==> src/rtl/swd_pkg.sv <==
// Shared SWD host definitions: ACK codes, engine state encoding and the request-byte builder.
package swd_pkg;

    localparam logic [2:0] ACK_OK    = 3'b001;
    localparam logic [2:0] ACK_WAIT  = 3'b010;
    localparam logic [2:0] ACK_FAULT = 3'b100;

    localparam logic [3:0] ST_IDLE   = 4'd0;
    localparam logic [3:0] ST_REQ    = 4'd1;
    localparam logic [3:0] ST_TRN    = 4'd2;
    localparam logic [3:0] ST_ACK    = 4'd3;
    localparam logic [3:0] ST_RDATA  = 4'd4;
    localparam logic [3:0] ST_WDATA  = 4'd5;
    localparam logic [3:0] ST_LRESET = 4'd6;
    localparam logic [3:0] ST_TAIL   = 4'd7;
    localparam logic [3:0] ST_DONE   = 4'd8;

    // Bit 0 goes on the wire first: start, APnDP, RnW, A2, A3, parity, stop, park.
    function automatic logic [7:0] req_byte(input logic apndp, input logic rnw,
                                            input logic [1:0] addr);
        return {1'b1, 1'b0, apndp ^ rnw ^ addr[0] ^ addr[1], addr[1], addr[0], rnw, apndp, 1'b1};
    endfunction

endpackage

==> src/rtl/swd_clkgen.sv <==
// SWDCLK generator: one bit is CLK_DIV cycles low then CLK_DIV cycles high while run is set.
module swd_clkgen #(
    parameter int unsigned CLK_DIV = 4
) (
    input  logic CLK,
    input  logic RESET,
    input  logic run,
    output logic SWDCLK,
    output logic bit_start,
    output logic sample
);

    localparam int unsigned CW = $clog2(2 * CLK_DIV);
    localparam logic [CW-1:0] LAST = CW'(2 * CLK_DIV - 1);
    localparam logic [CW-1:0] SAMP = CW'(CLK_DIV - 1);
    localparam logic [CW-1:0] HALF = CW'(CLK_DIV);

    logic [CW-1:0] cnt_q;

    always_ff @(posedge CLK) begin
        if (RESET || !run) begin
            cnt_q <= '0;
        end else if (cnt_q == LAST) begin
            cnt_q <= '0;
        end else begin
            cnt_q <= cnt_q + CW'(1);
        end
    end

    assign SWDCLK    = run && (cnt_q >= HALF);
    assign sample    = run && (cnt_q == SAMP);
    // Strobes on the final cycle of a bit, so state stepped on it is live from the next bit's
    // first low cycle.
    assign bit_start = run && (cnt_q == LAST);

endmodule

==> src/rtl/swd_host.sv <==
// SWD initiator: turns one request into the SWD request/turnaround/ACK/data/parity sequence.
module swd_host
    import swd_pkg::*;
#(
    parameter int unsigned CLK_DIV     = 4,
    parameter int unsigned IDLE_BITS   = 8,
    parameter int unsigned LRESET_BITS = 56
) (
    input  logic        CLK,
    input  logic        RESET,
    input  logic        req_valid,
    output logic        req_ready,
    input  logic        req_lreset,
    input  logic        req_apndp,
    input  logic        req_rnw,
    input  logic [1:0]  req_addr,
    input  logic [31:0] req_wdata,
    output logic        rsp_valid,
    input  logic        rsp_ready,
    output logic [2:0]  rsp_ack,
    output logic [31:0] rsp_rdata,
    output logic        rsp_perr,
    output logic        SWDCLK,
    output logic        SWDOUT,
    output logic        SWDOE,
    input  logic        SWDIN
);

    logic [3:0]  state_q, state_d;
    logic [7:0]  bitcnt_q, phase_len;
    logic [32:0] sh_q;
    logic [31:0] wdata_q, rsp_rdata_q;
    logic [2:0]  ack_q, rsp_ack_q;
    logic        rnw_q, lreset_q, ack_seen_q, rsp_perr_q;
    logic        run, bit_start, sample, last_bit, accept, ack_ok, rd_ok;

    assign run       = (state_q != ST_IDLE) && (state_q != ST_DONE);
    assign accept    = req_valid && req_ready;
    assign ack_ok    = (ack_q == ACK_OK);
    assign rd_ok     = rnw_q && !lreset_q && ack_ok;
    assign last_bit  = bit_start && (bitcnt_q == phase_len - 8'd1);
    assign req_ready = (state_q == ST_IDLE);
    assign rsp_valid = (state_q == ST_DONE);
    assign rsp_ack   = rsp_ack_q;
    assign rsp_rdata = rsp_rdata_q;
    assign rsp_perr  = rsp_perr_q;

    swd_clkgen #(.CLK_DIV(CLK_DIV)) u_clkgen (
        .CLK       (CLK),
        .RESET     (RESET),
        .run       (run),
        .SWDCLK    (SWDCLK),
        .bit_start (bit_start),
        .sample    (sample)
    );

    always_comb begin
        phase_len = 8'd1;
        case (state_q)
            ST_REQ:             phase_len = 8'd8;
            ST_ACK:             phase_len = 8'd3;
            ST_RDATA, ST_WDATA: phase_len = 8'd33;
            ST_LRESET:          phase_len = 8'(LRESET_BITS);
            ST_TAIL:            phase_len = 8'(IDLE_BITS);
            default:            phase_len = 8'd1;
        endcase
    end

    always_comb begin
        state_d = state_q;
        case (state_q)
            ST_IDLE:   if (accept) state_d = req_lreset ? ST_LRESET : ST_REQ;
            ST_REQ:    if (last_bit) state_d = ST_TRN;
            // The first turnaround leads to ACK; the one after ACK leads to write data or tail.
            ST_TRN:    if (last_bit) state_d = !ack_seen_q ? ST_ACK :
                                               (!rnw_q && ack_ok) ? ST_WDATA : ST_TAIL;
            ST_ACK:    if (last_bit) state_d = (rnw_q && ack_ok) ? ST_RDATA : ST_TRN;
            ST_RDATA:  if (last_bit) state_d = ST_TRN;
            ST_WDATA:  if (last_bit) state_d = ST_TAIL;
            ST_LRESET: if (last_bit) state_d = ST_TAIL;
            ST_TAIL:   if (last_bit) state_d = ST_DONE;
            ST_DONE:   if (rsp_ready) state_d = ST_IDLE;
            default:   state_d = ST_IDLE;
        endcase
    end

    always_ff @(posedge CLK) begin
        if (RESET) begin
            state_q     <= ST_IDLE;
            bitcnt_q    <= '0;
            sh_q        <= '0;
            wdata_q     <= '0;
            ack_q       <= '0;
            ack_seen_q  <= 1'b0;
            rnw_q       <= 1'b0;
            lreset_q    <= 1'b0;
            rsp_ack_q   <= '0;
            rsp_rdata_q <= '0;
            rsp_perr_q  <= 1'b0;
        end else begin
            state_q <= state_d;
            if (last_bit) begin
                bitcnt_q <= '0;
            end else if (bit_start) begin
                bitcnt_q <= bitcnt_q + 8'd1;
            end
            if (accept) begin
                rnw_q      <= req_rnw;
                lreset_q   <= req_lreset;
                wdata_q    <= req_wdata;
                sh_q       <= {25'd0, req_byte(req_apndp, req_rnw, req_addr)};
                ack_q      <= '0;
                ack_seen_q <= 1'b0;
            end
            case (state_q)
                ST_REQ, ST_WDATA: if (bit_start) sh_q <= {1'b0, sh_q[32:1]};
                ST_ACK: begin
                    if (sample) ack_q <= {SWDIN, ack_q[2:1]};
                    if (last_bit) ack_seen_q <= 1'b1;
                end
                ST_TRN:   if (last_bit && state_d == ST_WDATA) sh_q <= {^wdata_q, wdata_q};
                ST_RDATA: if (sample) sh_q <= {SWDIN, sh_q[32:1]};
                ST_TAIL: if (last_bit) begin
                    rsp_ack_q   <= ack_q;
                    rsp_rdata_q <= rd_ok ? sh_q[31:0] : 32'd0;
                    rsp_perr_q  <= rd_ok && ((^sh_q[31:0]) != sh_q[32]);
                end
                default: ;
            endcase
        end
    end

    always_comb begin
        SWDOE  = 1'b0;
        SWDOUT = 1'b0;
        case (state_q)
            ST_REQ, ST_WDATA: begin
                SWDOE  = 1'b1;
                SWDOUT = sh_q[0];
            end
            ST_LRESET: begin
                SWDOE  = 1'b1;
                SWDOUT = 1'b1;
            end
            ST_TAIL: SWDOE = 1'b1;
            default: ;
        endcase
    end

endmodule

==> config.mk <==
export PLATFORM = sky130hd
export DESIGN_NAME = swd_host
export DESIGN_NICKNAME = d
export VERILOG_FILES = /design/src/rtl/swd_pkg.sv /design/src/rtl/swd_clkgen.sv /design/src/rtl/swd_host.sv
export SDC_FILE = /design/constraint.sdc
export NUM_CORES = 1
export LEC_CHECK = 0
export BUFFER_PORTS_ARGS = -buffer_cell sky130_fd_sc_hd__buf_2
export CAP_MARGIN = 25
export CORE_UTILIZATION = 45
export CTS_BUF_LIST = sky130_fd_sc_hd__clkbuf_8
export DETAILED_ROUTE_END_ITERATION = 8
export PLACE_DENSITY = 0.67
export SYNTH_ARGS = -nofsm -noshare
export SYNTH_HDL_FRONTEND = slang
export SYNTH_SLANG_ARGS = --single-unit
==> constraint.sdc <==
create_clock -name CLK -period 3.11 [get_ports CLK]
set_clock_uncertainty 0.05 [all_clocks]
set_input_delay 0.311 -clock CLK [delete_from_list [all_inputs] [get_ports CLK]]
set_output_delay 0.311 -clock CLK [all_outputs]
set_load 0.02 [all_outputs]
==> metrics, run 1 <==
NumNets Final=about 860; Hold Path Stages=3; Fill cells=1210; final period utilization=96.3%; CTS sink cnt=122; Detail Route Antenna Nets=0; YS warnings=0; CP required=3420 ps; crit path cell chain=or3b_2 > a21oi_4 > ha_1 > xor2_1 > nand3_1 > nor4b_2 > and4_4 > nand3_4 > buf_4 > and2_1 > o32ai_1; CTS Buf Count=17; dpl hpwl=10900 um; Place WS=-76.2 ps; share of layout cells above drive strength 1=19.0%; asr flop ratio synth=0%; synthesized netlist cell count=733; Final WS setup=roughly 110 ps; global-route wire length before repair=26000 um; WL met1=7520 um; Core Footprint=~13000 sq um; Post-Syn Area=just over 6000 sq um; HP Class=primary input to flip-flop; Highest Signal Layer=met4; maximum VDD drop=0.392 mV; largest net degree at the start of global routing=58; fin. max-slew vios=0; 1st-iter DRT viols=418; clk buf depth=2; CP endpoint kind=flip-flop; Synth-to-Final Area Change=17.7%; arrival time worst endpoint=3310 ps; Synth area leaders=dfxtp_1 (39%), xnor2_1 (8.1%), a22oi_1 (7.0%); hold path endpoint=wdata_q[10]; number of max-cap violations=0; Critical Path Slowest Stage Cell=or3b_2; initial antenna violation count=0; Crit Reg-Reg Endpoint=sh_q[4]; Avg Cell Area, Syn=8.51 sq um; cell count of the worst reg-to-reg path=11; synth unique cells=57; R2R Path Start=state_q[2]; worst setup path class=flip-flop to flip-flop; final hold violation count=0; Leakage Power=approximately 3.0 nW; #FFs+latches synth=between 100 and 150; clock tree from TritonCTS=done; clk slew on worst S/H paths=70 ps; Slew headroom=58.9%; setup_tns=0 ps; FMAX=about 0.33 GHz; synthesized net count=780; Starting Density=46.5%; worst-skew pair later-pin latency=between 400 and 500 ps; met3 WL post-DR=795 um; sequential-to-total area share from yosys stat=just under 40%; leading area contributor after synthesis=dfxtp_1; 1st-pass router iterations=5; Largest stage delay, worst path=~520 ps; fin crit period=3000 ps; GRT overflow=0; Slew @ Worst Pin=slightly above 600 ps; via count=approximately 5500; DR DRC count=0; CP startpoint kind=flip-flop; commonest cells after routing, fill and taps aside=dfxtp_1 (122), nand2_1 (92), nor2_1 (84); hold_sp=req_wdata[10]; # port buffers=between 80 and 90; Synth top area share=39.2%; Storage cell area=~2400 sq um; Tot Pwr=4.31 mW; die area=about 14000 sq um; number of synthesized flops with an enable pin=0; wire length per cell=16.4 um; metal2 WL=7720 um; Std-Cell Rows=42; Multi-input gate area=approximately 3500 sq um; die width=120 um; vias in the first global route=5261; Vias/cell=5.56; Top Ports=83; pwr/cell area=588 nW/um^2; routability cong.=about 0.90; ys flop type=dfxtp_1; worst-path maximum fanout=7; Final setup violation count=0; root buf cell=clkbuf_8; R2R Setup Slk=110 ps; Ant. Diodes=0; status=completed; most common cell after layout, fill and taps aside=dfxtp_1; GR Util All Layers=22.9%; H-Tree Depth=4; routed wire length=about 16000 um; Chip Height=roughly 120 um
-- what timing repair did --
item,in CTS,in global routing
hold buffers,0,0
setup buffers,0,4
resized for setup,2,4
gates cloned,0,2
pin swaps,0,4
endpoints found under the setup margin,19,63
-- cells in the mapped netlist (7+ instances only) --
master,number
xor2_1,16
nor2_1,84
nand2_1,93
o22ai_1,26
and2_1,35
dfxtp_1,122
o21ai_0,9
a21oi_1,47
o32ai_1,7
a211oi_1,8
xnor2_1,58
nand4_1,9
a22oi_1,58
clkbuf_1,33
mux2i_1,35
nor3_1,8
buf_6,8
-- final cells by class --
cell class                 instances  share of cell area [%]
multi-input combinational        555                    48.0
tap                              176                    3.00
clock buffer                      18                    3.37
inverter                           3                   0.153
sequential                       122                    33.3
timing repair buffer             109                    9.07
clock inverter                    14                    3.10
-- critical path: cells and delay by family, from the launching register on --
kind / cells / cell delay, ps
fa+ha+maj: 1 / 260
buf+inv: 1 / 200
flops: 1 / 320
simple gates: 6 / 1530
compound gates: 2 / 410
xor+xnor: 1 / 160
-- how the worst max path moves through the flow --
stage,from,end,slack (ps)
after floorplan,state_q[3],rsp_rdata[3],80
after global placement,state_q[2],sh_q[13],90
after detailed placement,state_q[2],sh_q[12],-80
after CTS,state_q[2],sh_q[12],2
after global routing,state_q[2],rsp_perr,-8
final,state_q[2],sh_q[4],110
-- cell families (layout without fill, tap and decap cells) --
group	count (synthesis)	count (layout)	share of synthesized area [%]
xor gates and xnor gates	75	75	10.8
adders and majority gates	5	5	1.00
muxes	36	36	5.80
and+or+nand+nor	267	268	20.4
AOI/OAI and AO/OA	171	171	18.2
DFF	122	122	39.2
buffers and inverters	57	144	4.75
-- routing by layer --
metal | track usage (%) | up-vias
met2 | 37.2 | 148
met4 | 9.38 | 0
met5 | 0 | -
met1 | 29.2 | 2650
met3 | 5.28 | 23
li1 | - | 2721
-- registers in the layout, summed over array words and instances, names as in the netlist, 3 cells and up --
register and flops:
state_q 4, wdata_q 32, ack_q 3, u_clkgen.cnt_q 3, rsp_rdata 32, rsp_ack 3, bitcnt_q 8, sh_q 33
-- per-stage QoR --
| stage | utilization (%) | cell area (sq um) | hold WS [ps] | instances |
|---|---|---|---|---|
| finish | 54.8 | 7340 | 50.2 | 997 |
| global route | 54.8 | 7340 | 29.8 | 997 |
| CTS | 54.2 | 7260 | 26.8 | 991 |
| detailed placement | 50.6 | 6780 | 383 | 959 |
| global placement | 50.6 | 6780 | 365 | 959 |
| floorplan | - | 6240 | 357 | 733 |
-- power breakdown --
group / switching (mW) / internal, mW / total, mW
Combinational: 0.515 / 0.384 / 0.899
Sequential: 0.0906 / 1.64 / 1.73
Clock: 0.639 / 1.05 / 1.69
(Power assumes the default switching activity.)
==> inputs of run 2 (changes only) <==
CORE_MARGIN = 4   (was default)
CTS_BUF_LIST = sky130_fd_sc_hd__clkbuf_2 sky130_fd_sc_hd__clkbuf_4 sky130_fd_sc_hd__clkbuf_8   (was sky130_fd_sc_hd__clkbuf_8)
PLACE_DENSITY = default   (was 0.67)
clock period = 3.7 ns   (was 3.11 ns; I/O delays follow)
==> run 2 against run 1 <==
  * Routed wire length up 0.85%
  * First-iteration DRC count down 5.7%
  * Final cell count down 1.2%
  * Design area down 2.6%
  * Count of clock-buffer cells in the layout up 7
  * Die area up 10%
  * Global-route usage down 1.9 points
  * Flip-flop and latch count unchanged
  * Clock power down 27%
  * Critical endpoint is now sh_q[23]
  * Highest routed layer unchanged
==> metrics, run 2 (synthesis results as in run 1) <==
status=completed (unchanged); CP required=3950 ps (was 3420 ps); H-Tree Depth=4 (unchanged); Std-Cell Rows=42 (unchanged); Comb power frac=21.4% (was 20.8%); CP startpoint kind=flip-flop (unchanged); # port buffers=82 (unchanged); 1st-iter DRT viols=394 (was 418); routed wire length=16500 um (was 16300 um); Slew headroom=40.9% (was 58.9%); Core Footprint=13400 sq um (unchanged); max reg flops=33 (unchanged); dpl cell area=6730 sq um (was 6780 sq um); Psw=1.02 mW (was 1.25 mW); clk buf depth=2 (unchanged); commonest cells after routing, fill and taps aside=dfxtp_1 (122), nand2_1 (92), nor2_1 (84) (unchanged); Final WS setup=417 ps (was 114 ps); Starting Density=46.5% (unchanged); Tot Pwr=3.42 mW (was 4.31 mW); Final setup violation count=0 (unchanged); final hold violation count=0 (unchanged); largest net degree at the start of global routing=68 (was 58); HP Class=primary input to flip-flop (unchanged); post-cts gate resize count=0 (was 2); clk slew on worst S/H paths=70 ps (about the same); worst-skew pair later-pin latency=450 ps (about the same); Slew @ Worst Pin=884 ps (was 617 ps); met1 usage=26.6% (was 29.2%); DR DRC count=0 (unchanged); setup bufs post-CTS=0 (unchanged); switching portion of total power=29.7% (was 28.9%); Synth-to-Final Area Change=14.6% (was 17.7%); fin crit period=3280 ps (was 3000 ps); global-route wire length before repair=27100 um (was 26000 um); cell count of the worst reg-to-reg path=11 (unchanged); pwr/cell area=479 nW/um^2 (was 588 nW/um^2); met3 track demand over resource=5.72% (was 5.28%); Finished Cell Area=7150 sq um (was 7340 sq um); gr busiest metal=met2 (unchanged); GRT overflow=0 (unchanged); Detail Route Antenna Nets=0 (unchanged); final period utilization=88.7% (was 96.3%); Clock power frac=36.1% (was 39.1%); 1st-pass router iterations=6 (was 5); NumNets Final=844 (was 855); worst setup path class=flip-flop to flip-flop (unchanged); worst-path maximum fanout=22 (was 7); Chip Height=126 um (was 120 um); GR Util All Layers=21.0% (was 22.9%); Vias/cell=5.56 (about the same); CP endpoint kind=flip-flop (unchanged); wire length per cell=16.7 um (was 16.4 um); clock tree from TritonCTS=done (unchanged); Top Ports=83 (unchanged); Hold Buf Count CTS=0 (unchanged); RSZ-0062 raised after global routing=no; fin. max-slew vios=0 (unchanged); Ant. Diodes=0 (unchanged); root buf cell=clkbuf_8 (unchanged); arrival time worst endpoint=3530 ps (was 3310 ps); Hold Path Stages=3 (unchanged); met2 GRT Util=34.4% (was 37.2%); Min Hold Slack=109 ps (was 50.2 ps); Power Internal=2.41 mW (was 3.07 mW); vias in the first global route=5349 (was 5261); Leakage Power=2.92 nW (was 3.02 nW); setup_tns=0 ps (unchanged); most common cell after layout, fill and taps aside=dfxtp_1 (unchanged); die width=126 um (was 120 um); FMAX=0.305 GHz (was 0.334 GHz); Place WS=425 ps (was -76.2 ps); Seq pwr share=42.5% (was 40.1%); number of max-cap violations=0 (unchanged); share of layout cells above drive strength 1=17.9% (was 19.0%); initial antenna violation count=0 (unchanged); die area=15800 sq um (was 14300 sq um); CTS sink cnt=122 (unchanged); CTS Buf Count=17 (unchanged); Largest Register=sh_q (unchanged); routability cong.=0.832 (was 0.899); maximum VDD drop=0.227 mV (was 0.392 mV); via count=5481 (was 5542); dpl hpwl=11100 um (was 10900 um)
[run 2: changes by cell type in the layout (fill, tap and decap cells not counted), moves of 2 or more]
cell       previous run  this run
buf_6                 2         0
buf_4                23        17
inv_1                 5         3
bufinv_16             6         2
clkinv_4              2         0
clkbuf_8             18        23
clkbuf_4              0         2
[run 2: power by group through the flow]
stage	Clock, mW	Sequential, mW	Combinational [mW]
5_1_grt	1.32	1.46	0.816
3_5_place_dp	0	1.48	0.734
6_report	1.24	1.45	0.734
2_1_floorplan	0	1.45	0.586
3_3_place_gp	0	1.48	0.721
4_1_cts	1.26	1.45	0.738
[run 2: final timing paths]
check	from	to	slack, ps
setup / recovery	state_q[2]	sh_q[23]	420
hold reg to reg	u_clkgen.cnt_q[0]	u_clkgen.cnt_q[0]	390
hold / removal	req_wdata[4]	wdata_q[4]	110
setup reg to reg	state_q[2]	sh_q[23]	420
[run 2: worst max-delay path, stage by stage, from the launching register on]
cell and delay (ps):
dfxtp_1 380, or3b_2 520, a21oi_2 190, ha_1 240, nand2b_1 70, o21ai_0 240, mux2i_1 260, and4_1 290
nand3_4 280, buf_4 330, mux2i_1 190, o22ai_1 100
[run 2: layer usage]
metal  up-vias  routed length, um
met1      2625               7480
li1       2690                  -
met3        25                792
met2       141               7880
met5         -                  0
met4         0                306
[run 2: metrics by stage]
stage               util [%]  instances
global route            53.4        985
CTS                     53.4        985
finish                  53.4        985
detailed placement      50.2        954
floorplan                  -        733
global placement        50.2        954
[run 2: layout make-up]
class | instances | area (sq um)
Fill cell | 1315 | 6250
Multi-Input combinational cell | 554 | 3510
Sequential cell | 122 | 2440
Timing Repair Buffer | 99 | 553
Clock buffer | 25 | 332
Tap cell | 176 | 220
Clock inverter | 6 | 85.1
Inverter | 3 | 11.3
==> inputs of run 3 (changes only) <==
==> constraint.sdc (replaced) <==
create_clock -name CLK -period 3.7 [get_ports CLK]
set_clock_uncertainty 0.05 [all_clocks]
set_input_delay 0.185 -clock CLK [delete_from_list [all_inputs] [get_ports CLK]]
set_output_delay 0.185 -clock CLK [all_outputs]
set_load 0.02 [all_outputs]
==> run 3 against run 2 <==
  * Non-clock buffer count grew 35
  * Count of clock-buffer cells in the layout is the same
  * Via count grew 0.75%
  * Final cell count grew 3.7%
  * Global-route usage shrank 0.19 points
  * Utilization grew 2.7 points
  * Worst setup slack lost 3.0 ps
  * Flip-flop and latch count is the same
  * Sequential share of layout area shrank 1.7 points
  * Clock power grew 4%
  * Design area grew 5.1%
  * Combinational power grew 3.8%
  * Highest routed layer unchanged
==> metrics, run 3 (synthesis results as in run 1) <==
status=completed (unchanged); RSZ-0062 raised after global routing=no (unchanged); # port buffers=82 (unchanged); Vias/cell=5.41 (was 5.56); clock tree from TritonCTS=done (unchanged); fin crit period=3290 ps (was 3280 ps); clk slew on worst S/H paths=70 ps (about the same); FMAX=0.304 GHz (was 0.305 GHz); Largest Register=sh_q (unchanged); Chip Height=126 um (unchanged); Std-Cell Rows=42 (unchanged); 1st-iter DRT viols=336 (was 394); routed wire length=16500 um (about the same); maximum VDD drop=0.294 mV (was 0.227 mV); via count=5522 (was 5481); die area=15800 sq um (unchanged); Min Hold Slack=38.4 ps (was 109 ps); fin. max-slew vios=0 (unchanged); Final setup violation count=0 (unchanged); CTS sink cnt=122 (unchanged); setup_tns=0 ps (unchanged); worst-skew pair later-pin latency=430 ps (was 450 ps); share of layout cells above drive strength 1=17.3% (was 17.9%); Synth-to-Final Area Change=20.5% (was 14.6%); R2R Path Start=state_q[2] (unchanged); setup bufs post-CTS=0 (unchanged); CP Launch Point=state_q[2] (unchanged); post-cts gate resize count=0 (unchanged); commonest cells after routing, fill and taps aside=dfxtp_1 (122), nand2_1 (92), nor2_1 (84) (unchanged); GRT overflow=0 (unchanged); vias in the first global route=5347 (was 5349); Slew headroom=35.9% (was 40.9%); Hold Buf Count CTS=35 (was 0); wire length per cell=16.2 um (was 16.7 um); pwr/cell area=466 nW/um^2 (was 479 nW/um^2); Multi-input gate area=3510 sq um (unchanged); CP endpoint kind=flip-flop (unchanged); Core Util, Final=56.1% (was 53.4%); Storage cell area=2440 sq um (unchanged); worst-path maximum fanout=22 (unchanged); die width=126 um (unchanged); final hold violation count=0 (unchanged); clk buf depth=2 (unchanged); CP required=3930 ps (was 3950 ps); R2R Setup Slk=410 ps (was 420 ps); CP startpoint kind=flip-flop (unchanged); H-Tree Depth=4 (unchanged); routability cong.=0.843 (was 0.832); number of max-cap violations=0 (unchanged); worst setup path class=flip-flop to flip-flop (unchanged); Starting Density=46.5% (unchanged); Crit Reg-Reg Endpoint=sh_q[30] (was sh_q[23]); most common cell after layout, fill and taps aside=dfxtp_1 (unchanged); largest net degree at the start of global routing=73 (was 68); Hold Path Stages=3 (unchanged); Fill cells=1247 (was 1315); initial antenna violation count=0 (unchanged); GR Util All Layers=20.8% (was 21.0%); 1st-pass router iterations=7 (was 6); cell count of the worst reg-to-reg path=11 (unchanged); crit path to=sh_q[30] (was sh_q[23]); arrival time worst endpoint=3520 ps (was 3530 ps); hold_sp=req_rnw (was req_wdata[4]); global-route wire length before repair=27100 um (about the same); max reg flops=33 (unchanged); Top Ports=83 (unchanged); final period utilization=88.8% (was 88.7%); dpl hpwl=11000 um (was 11100 um); CTS Buf Count=17 (unchanged); Core Footprint=13400 sq um (unchanged); NumNets Final=879 (was 844); Detail Route Antenna Nets=0 (unchanged); HP Class=primary input to flip-flop (unchanged); root buf cell=clkbuf_8 (unchanged); DR DRC count=0 (unchanged); Ant. Diodes=0 (unchanged); Leakage Power=3.08 nW (was 2.92 nW); Slew @ Worst Pin=957 ps (was 884 ps)
run 3: through the flow:
stage / total power, mW / worst slack, ps / cells / instance area, sq um
3_5_place_dp: 2.22 / 435 / 954 / 6730
5_1_grt: 3.67 / 163 / 1021 / 7510
6_report: 3.50 / 414 / 1021 / 7510
3_3_place_gp: 2.20 / 501 / 954 / 6730
4_1_cts: 3.53 / 412 / 1021 / 7510
2_1_floorplan: 2.04 / 668 / 733 / 6240
run 3: worst min path at each step:
stage | end | slack (ps)
CTS | rnw_q | 3
floorplan | wdata_q[13] | 270
finish | rnw_q | 40
global route | rnw_q | 40
detailed placement | u_clkgen.cnt_q[0] | 370
global placement | u_clkgen.cnt_q[0] | 370
run 3: power by group:
| group | switching, mW | internal (mW) |
|---|---|---|
| registers | 0.0781 | 1.38 |
| logic | 0.423 | 0.339 |
| clock network | 0.523 | 0.766 |
| total | 1.02 | 2.48 |
run 3: worst max-delay path: stages, from the launching register on:
cell	delay [ps]
dfxtp_1	390
or3b_2	520
a21oi_2	180
ha_1	260
xor2_1	130
nand3_1	110
nor4b_2	300
and4_1	300
nand3_4	280
buf_4	320
mux2i_1	180
o22ai_1	90
run 3: area by class of cell:
type                    instances  share of cell area, %
flip-flops and latches        122                   32.5
repair buffers                134                   12.0
clock inverters                 7                   1.50
multi-input cells             554                   46.7
well taps                     176                   2.93
clock buffers                  25                   4.25
inverters                       3                  0.150
run 3: metal layers:
metal | global-route usage (%) | up-vias | routed length (um) | part of all wire (%)
li1 | - | 2771 | - | -
met1 | 28.3 | 2612 | 7850 | 47
met2 | 33.8 | 118 | 7800 | 47
met3 | 4.06 | 21 | 667 | 4.0
met4 | 6.18 | 0 | 235 | 1.4
met5 | 0 | - | 0 | 0
